File: config.mk
export PLATFORM = sky130hd
export DESIGN_NAME = mem_arbiter
export DESIGN_NICKNAME = d
export VERILOG_FILES = /design/src/rtl/mem_arbiter_pkg.sv /design/src/rtl/mem_arbiter_rr_pick2.sv /design/src/rtl/mem_arbiter.sv
export SDC_FILE = /design/constraint.sdc
export NUM_CORES = 1
export LEC_CHECK = 0
export CAP_MARGIN = 25
export CORE_ASPECT_RATIO = 1.4
export CORE_MARGIN = 2
export CORE_UTILIZATION = 33
export CTS_BUF_LIST = sky130_fd_sc_hd__clkbuf_16
export DETAILED_ROUTE_END_ITERATION = 12
export GPL_TIMING_DRIVEN = 0
export PLACE_DENSITY = 0.83
export SETUP_SLACK_MARGIN = 0.3
export SYNTH_ARGS = -nofsm -noshare
export SYNTH_HDL_FRONTEND = slang
export SYNTH_SLANG_ARGS = --single-unit
File: constraint.sdc
create_clock -name i_Clk -period 1.25 [get_ports i_Clk]
set_input_delay 0.125 -clock i_Clk [delete_from_list [all_inputs] [get_ports i_Clk]]
set_output_delay 0.125 -clock i_Clk [all_outputs]
set_load 0.01 [all_outputs]
File: src/rtl/mem_arbiter_pkg.sv
// Shared sizes, state encoding and port indices for the scratch-memory arbiter.
package mem_arbiter_pkg;
    localparam int ADDR_W = 4;
    localparam int DATA_W = 8;
    localparam int DEPTH  = 16;

    typedef enum logic {
        S_CLEAR = 1'b0,
        S_ARB   = 1'b1
    } arb_state_e;

    localparam logic PORT_0 = 1'b0;
    localparam logic PORT_1 = 1'b1;
endpackage

File: src/rtl/mem_arbiter_rr_pick2.sv
// Two-input round-robin picker: on a tie the port that did not win last time is chosen.
module mem_arbiter_rr_pick2
    import mem_arbiter_pkg::*;
(
    input  logic [1:0] i_Req,
    input  logic       i_Last,
    output logic [1:0] o_Gnt
);
    always_comb begin
        o_Gnt = 2'b00;
        case (i_Req)
            2'b01:   o_Gnt = 2'b01;
            2'b10:   o_Gnt = 2'b10;
            2'b11:   o_Gnt = (i_Last == PORT_1) ? 2'b01 : 2'b10;
            default: o_Gnt = 2'b00;
        endcase
    end
endmodule

File: src/rtl/mem_arbiter.sv
// Clears the 16x8 scratch memory after reset, then shares it round-robin between
// two requesters with one access per cycle; reads return one cycle after the grant.
module mem_arbiter
    import mem_arbiter_pkg::*;
#(
    parameter logic [DATA_W-1:0] CLEAR_VALUE = 8'h00,
    parameter bit                CLEAR_EN    = 1'b1
) (
    input  logic              i_Clk,
    input  logic              i_Rst,
    input  logic              i_Req_0,
    input  logic              i_Req_1,
    input  logic              i_We_0,
    input  logic              i_We_1,
    input  logic [ADDR_W-1:0] i_Addr_0,
    input  logic [ADDR_W-1:0] i_Addr_1,
    input  logic [DATA_W-1:0] i_Wdata_0,
    input  logic [DATA_W-1:0] i_Wdata_1,
    output logic              o_Gnt_0,
    output logic              o_Gnt_1,
    output logic              o_Rvalid_0,
    output logic              o_Rvalid_1,
    output logic [DATA_W-1:0] o_Rdata,
    output logic              o_Ready,
    output logic              o_Mem_W_En,
    output logic              o_Mem_R_En,
    output logic [ADDR_W-1:0] o_Mem_W_Addr,
    output logic [ADDR_W-1:0] o_Mem_R_Addr,
    output logic [DATA_W-1:0] o_Mem_W_Data,
    input  logic [DATA_W-1:0] i_Mem_R_Data
);
    arb_state_e        state_q, state_d;
    logic [ADDR_W-1:0] cnt_q, cnt_d;
    logic              last_q, last_d;
    logic [1:0]        rvalid_q, rvalid_d;
    logic              ready_q, ready_d;

    logic              arb_en;
    logic [1:0]        req_v;
    logic [1:0]        gnt;
    logic              sel;
    logic              sel_we;
    logic [ADDR_W-1:0] sel_addr;
    logic [DATA_W-1:0] sel_wdata;

    // Reset masks arbitration so a request held through reset is never granted.
    assign arb_en = (state_q == S_ARB) && !i_Rst;
    assign req_v  = {i_Req_1, i_Req_0} & {2{arb_en}};

    mem_arbiter_rr_pick2 u_pick (
        .i_Req  (req_v),
        .i_Last (last_q),
        .o_Gnt  (gnt)
    );

    assign sel       = gnt[1] ? PORT_1 : PORT_0;
    assign sel_we    = (sel == PORT_1) ? i_We_1    : i_We_0;
    assign sel_addr  = (sel == PORT_1) ? i_Addr_1  : i_Addr_0;
    assign sel_wdata = (sel == PORT_1) ? i_Wdata_1 : i_Wdata_0;

    always_comb begin
        state_d      = state_q;
        cnt_d        = cnt_q;
        last_d       = last_q;
        rvalid_d     = 2'b00;
        o_Mem_W_En   = 1'b0;
        o_Mem_R_En   = 1'b0;
        o_Mem_W_Addr = '0;
        o_Mem_R_Addr = '0;
        o_Mem_W_Data = '0;

        if (state_q == S_CLEAR && !i_Rst) begin
            o_Mem_W_En   = 1'b1;
            o_Mem_W_Addr = cnt_q;
            o_Mem_W_Data = CLEAR_VALUE;
            cnt_d        = cnt_q + 1'b1;
            if (cnt_q == ADDR_W'(DEPTH - 1)) begin
                state_d = S_ARB;
            end
        end else if (gnt != 2'b00) begin
            last_d = sel;
            if (sel_we) begin
                o_Mem_W_En   = 1'b1;
                o_Mem_W_Addr = sel_addr;
                o_Mem_W_Data = sel_wdata;
            end else begin
                o_Mem_R_En   = 1'b1;
                o_Mem_R_Addr = sel_addr;
                rvalid_d     = gnt;
            end
        end

        ready_d = (state_d == S_ARB);
    end

    always_ff @(posedge i_Clk) begin
        if (i_Rst) begin
            state_q  <= CLEAR_EN ? S_CLEAR : S_ARB;
            cnt_q    <= '0;
            last_q   <= PORT_1;
            rvalid_q <= 2'b00;
            ready_q  <= 1'b0;
        end else begin
            state_q  <= state_d;
            cnt_q    <= cnt_d;
            last_q   <= last_d;
            rvalid_q <= rvalid_d;
            ready_q  <= ready_d;
        end
    end

    assign o_Gnt_0 = gnt[0];
    assign o_Gnt_1 = gnt[1];

    // A read granted just before reset must not surface while reset is applied.
    assign o_Rvalid_0 = rvalid_q[0] && !i_Rst;
    assign o_Rvalid_1 = rvalid_q[1] && !i_Rst;
    assign o_Ready    = ready_q && !i_Rst;
    assign o_Rdata    = i_Mem_R_Data;
endmodule

==> impl_metrics.csv <==
group,metric,value,unit
timing,period_share,1.32,
timing,max_freq,0.604,GHz
critical_path,path_cells,"buf_6 > and3b_1 > and2_4 > a221o_1 > buf_2",
run,cap_violations,0,
finish,n_fill_cell,151,
finish,register_area,168,µm²
placed_design,place_ws,-0.978,ns
finish,design_area,0.00197,mm²
drt,viasPerCell,5.56,
clocking,cts_hold_repair.buffers,0,
finish,antennaDiodeCount,0,
critical_path,cp-start-kind,"flop",
power_and_ir_drop,switching_power,0.284,mW
power_and_ir_drop,seq_power_share,0.234,
critical_path,cpPeakStageDelay,0.35,ns
clocking,cts_made_buffers,3,
synthesis,synth_edf_count,0,
floorplanning,io_pins,69,
clocking,cts.clk_slew.worst_paths,0.04,ns
finish,synthToLayoutAreaGrowth,131,%
global_routing,use_met2,0.389,
global_routing,grt.met1_usage,0.247,
floorplanning,coreArea,0.00242,mm²
floorplanning,die_height,64.2,µm
drt,via_count,1300,
floorplanning,die-area,0.00302,mm²
finish,nets,241,
power_and_ir_drop,vdd_drop_max,792,µV
power_and_ir_drop,cellLeakagePower,0.848,nW
drt,wl,4.29,mm
global_routing,grt_overflow,0,
global_routing,grtUsageMet3,0.0537,
synthesis,yosys_register_bits,8,
critical_path,crit_slowest_cell,"dfxtp_4",
clocking,clock_latency,0.24,ns
placed_design,io_buffers,60,
critical_path,cp.required,1.12,ns
floorplanning,start_util,0.354,
power_and_ir_drop,p_comb_frac,0.294,
global_routing,grt_pass1_vias,1143,
synthesis,syn_inst,110,
synthesis,postSynthNetCount,149,
finish,multi_input_area,719,µm²
drt,drc,0,
worst_hold_path,min_path_type,"in -> reg",
synthesis,syn_area_per_cell,7.77,µm²
critical_path,arrival,1.53,ns
placed_design,place.gp.congestion,0.855,
placed_design,place_area,0.00161,mm²
critical_path,path_class,"reg -> out",
timing,worst_pin_slew,0.358,ns
global_routing,grt_first_pass_wirelength,5.12,mm
critical_path,crit_fanout,4,
drt,drtPass1Iterations,4,
clocking,clock-sinks,8,
synthesis,yosysTopAreaCellShare,0.187,
synthesis,synthTopCellsByArea,"dfxtp_1 (19%), a21oi_1 (7.6%), buf_4 (7.0%), o211ai_1 (7.0%), nand4_1 (5.9%)",
synthesis,synth.largest_area_cell,"dfxtp_1",
timing,fin_crit,1.66,ns
synthesis,async_flop_share,0,
timing,hold_viol_final,0,
synthesis,synth.cell_area,855,µm²
outcome,outcome,"finished with violations",
synthesis,yosysSeqAreaShare,0.187,
outcome,violations,"negative setup slack",
synthesis,yosysMostFrequentCell,"a21oi_1",
synthesis,synthFlopType,"dfxtp_1",
power_and_ir_drop,p_clk_frac,0.472,
placed_design,dpl.hpwl,2.36,mm
global_routing,track_usage,0.229,
global_routing,antenna_found_initial,0,
clocking,cts_tree,"built",
finish,drive_gt1_frac,0.535,
timing,finalClockSkew,0.00517,ns
timing,worst_slack,-0.405,ns
power_and_ir_drop,p_sw_frac,0.243,
clocking,cts_root_buf,"clkbuf_16",
global_routing,grt.busiest_layer,"met2",
power_and_ir_drop,power.total,1.17,mW
floorplanning,rows,21,
global_routing,grt_max_degree,11,
synthesis,synth_cell_type_count,35,
clocking,clock_path_buffers,2,
power_and_ir_drop,power.internal,0.884,mW
synthesis,ys.warnings.count,0,
timing,slew_viol_final,0,
power_and_ir_drop,power_density,592,mW/mm²
clocking,cts_max_level,1,
drt,wire_per_inst,18.3,µm
timing,rsz0062_at_grt,"yes",
drt,drtIter0Drc,39,
floorplanning,fp.dieW,47.0,µm
timing,setup_violations,24,
timing,slew_headroom,0.761,
critical_path,endpoint_kind,"output port",
drt,final_antenna_net_count,0,
[state kept, by name (all words and copies together) (netlist names)]
register  flops
ready_q       1
cnt_q         4
last_q        1
rvalid_q      2
[cell type report]
class,instances,share of cell area
timing repair buffer,87,0.394
tap,34,0.0216
sequential,8,0.0850
buffer,17,0.0888
multi-input combinational,83,0.365
inverter,2,0.00761
clock buffer,3,0.0380
[cells by family (layout without fill, tap and decap cells)]
| kind of cell | Yosys count | after routing | synth area share |
|---|---|---|---|
| and+or+nand+nor | 41 | 41 | 0.302 |
| AOI/OAI and AO/OA | 36 | 36 | 0.291 |
| DFF | 8 | 8 | 0.187 |
| adders and majority gates | 1 | 1 | 0.0146 |
| buffers and inverters | 19 | 109 | 0.151 |
| xor gates and xnor gates | 3 | 3 | 0.0308 |
| muxes | 2 | 2 | 0.0234 |
[worst max-delay path, delay by kind of cell, from the launching register on]
family / cells / cell delay, ns
flops: 1 / 0.35
simple gates: 2 / 0.36
compound gates: 1 / 0.31
buf+inv: 2 / 0.27
[final timing paths]
kind         startpoint               to  slack, ns  cells past startpoint
max             ready_q  o_Mem_W_Addr[3]      -0.41                      5
min               i_Rst         cnt_q[0]       0.31                      4
max reg2reg     ready_q           last_q      -0.02                      6
min reg2reg    cnt_q[1]         cnt_q[1]       0.56                      2
[power by group through the flow]
| stage | clock network [mW] | registers, mW | logic (mW) |
|---|---|---|---|
| 6_report | 0.551 | 0.273 | 0.344 |
| 5_1_grt | 0.574 | 0.274 | 0.363 |
| 4_1_cts | 0.559 | 0.276 | 0.291 |
| 3_5_place_dp | 0 | 0.279 | 0.283 |
| 3_3_place_gp | 0 | 0.278 | 0.280 |
| 2_1_floorplan | 0 | 0.276 | 0.122 |
[through the flow]
| stage | hold slack, ns | utilization | TNS (ns) | instances |
|---|---|---|---|---|
| after CTS | 0.385 | 0.730 | -5.52 | 215 |
| after global placement | 0.510 | 0.664 | -17.80 | 204 |
| after detailed placement | 0.522 | 0.664 | -18.36 | 204 |
| after global routing | 0.327 | 0.816 | -6.71 | 234 |
| after floorplan | 0.197 | - | 0 | 110 |
| final | 0.313 | 0.816 | -5.92 | 234 |
[cells in the final DEF (no fill, tap or decap), types with 2 or more instances in the layout]
| cell | instances |
|---|---|
| clkbuf_16 | 5 |
| o211ai_1 | 8 |
| a221o_1 | 4 |
| buf_2 | 19 |
| nand4b_1 | 5 |
| a21oi_2 | 12 |
| mux2i_1 | 2 |
| buf_6 | 20 |
| nand4_1 | 8 |
| nand2b_4 | 2 |
| xor2_1 | 2 |
| nor2b_1 | 7 |
| and2_1 | 3 |
| dlygate4sd2_1 | 2 |
| o21ai_4 | 2 |
| nor2_1 | 5 |
| o21ai_2 | 2 |
| buf_4 | 22 |
| dfxtp_4 | 2 |
| clkdlybuf4s50_1 | 32 |
| dfxtp_1 | 6 |
| buf_8 | 2 |
| clkbuf_2 | 2 |
[timing repair]
item                       CTS  global route
gates resized for setup    106            39
pin swaps                   15            28
cloned                       0             3
buffers inserted             8            16
setup endpoints to repair   28            31
[metal layers]
layer  part of all wire  wire length [µm]
met2               0.51              2190
met3              0.090               386
met1               0.37              1600
met5                  0                 0
met4              0.026               110
Note: power is estimated with default switching activity, not from simulation.
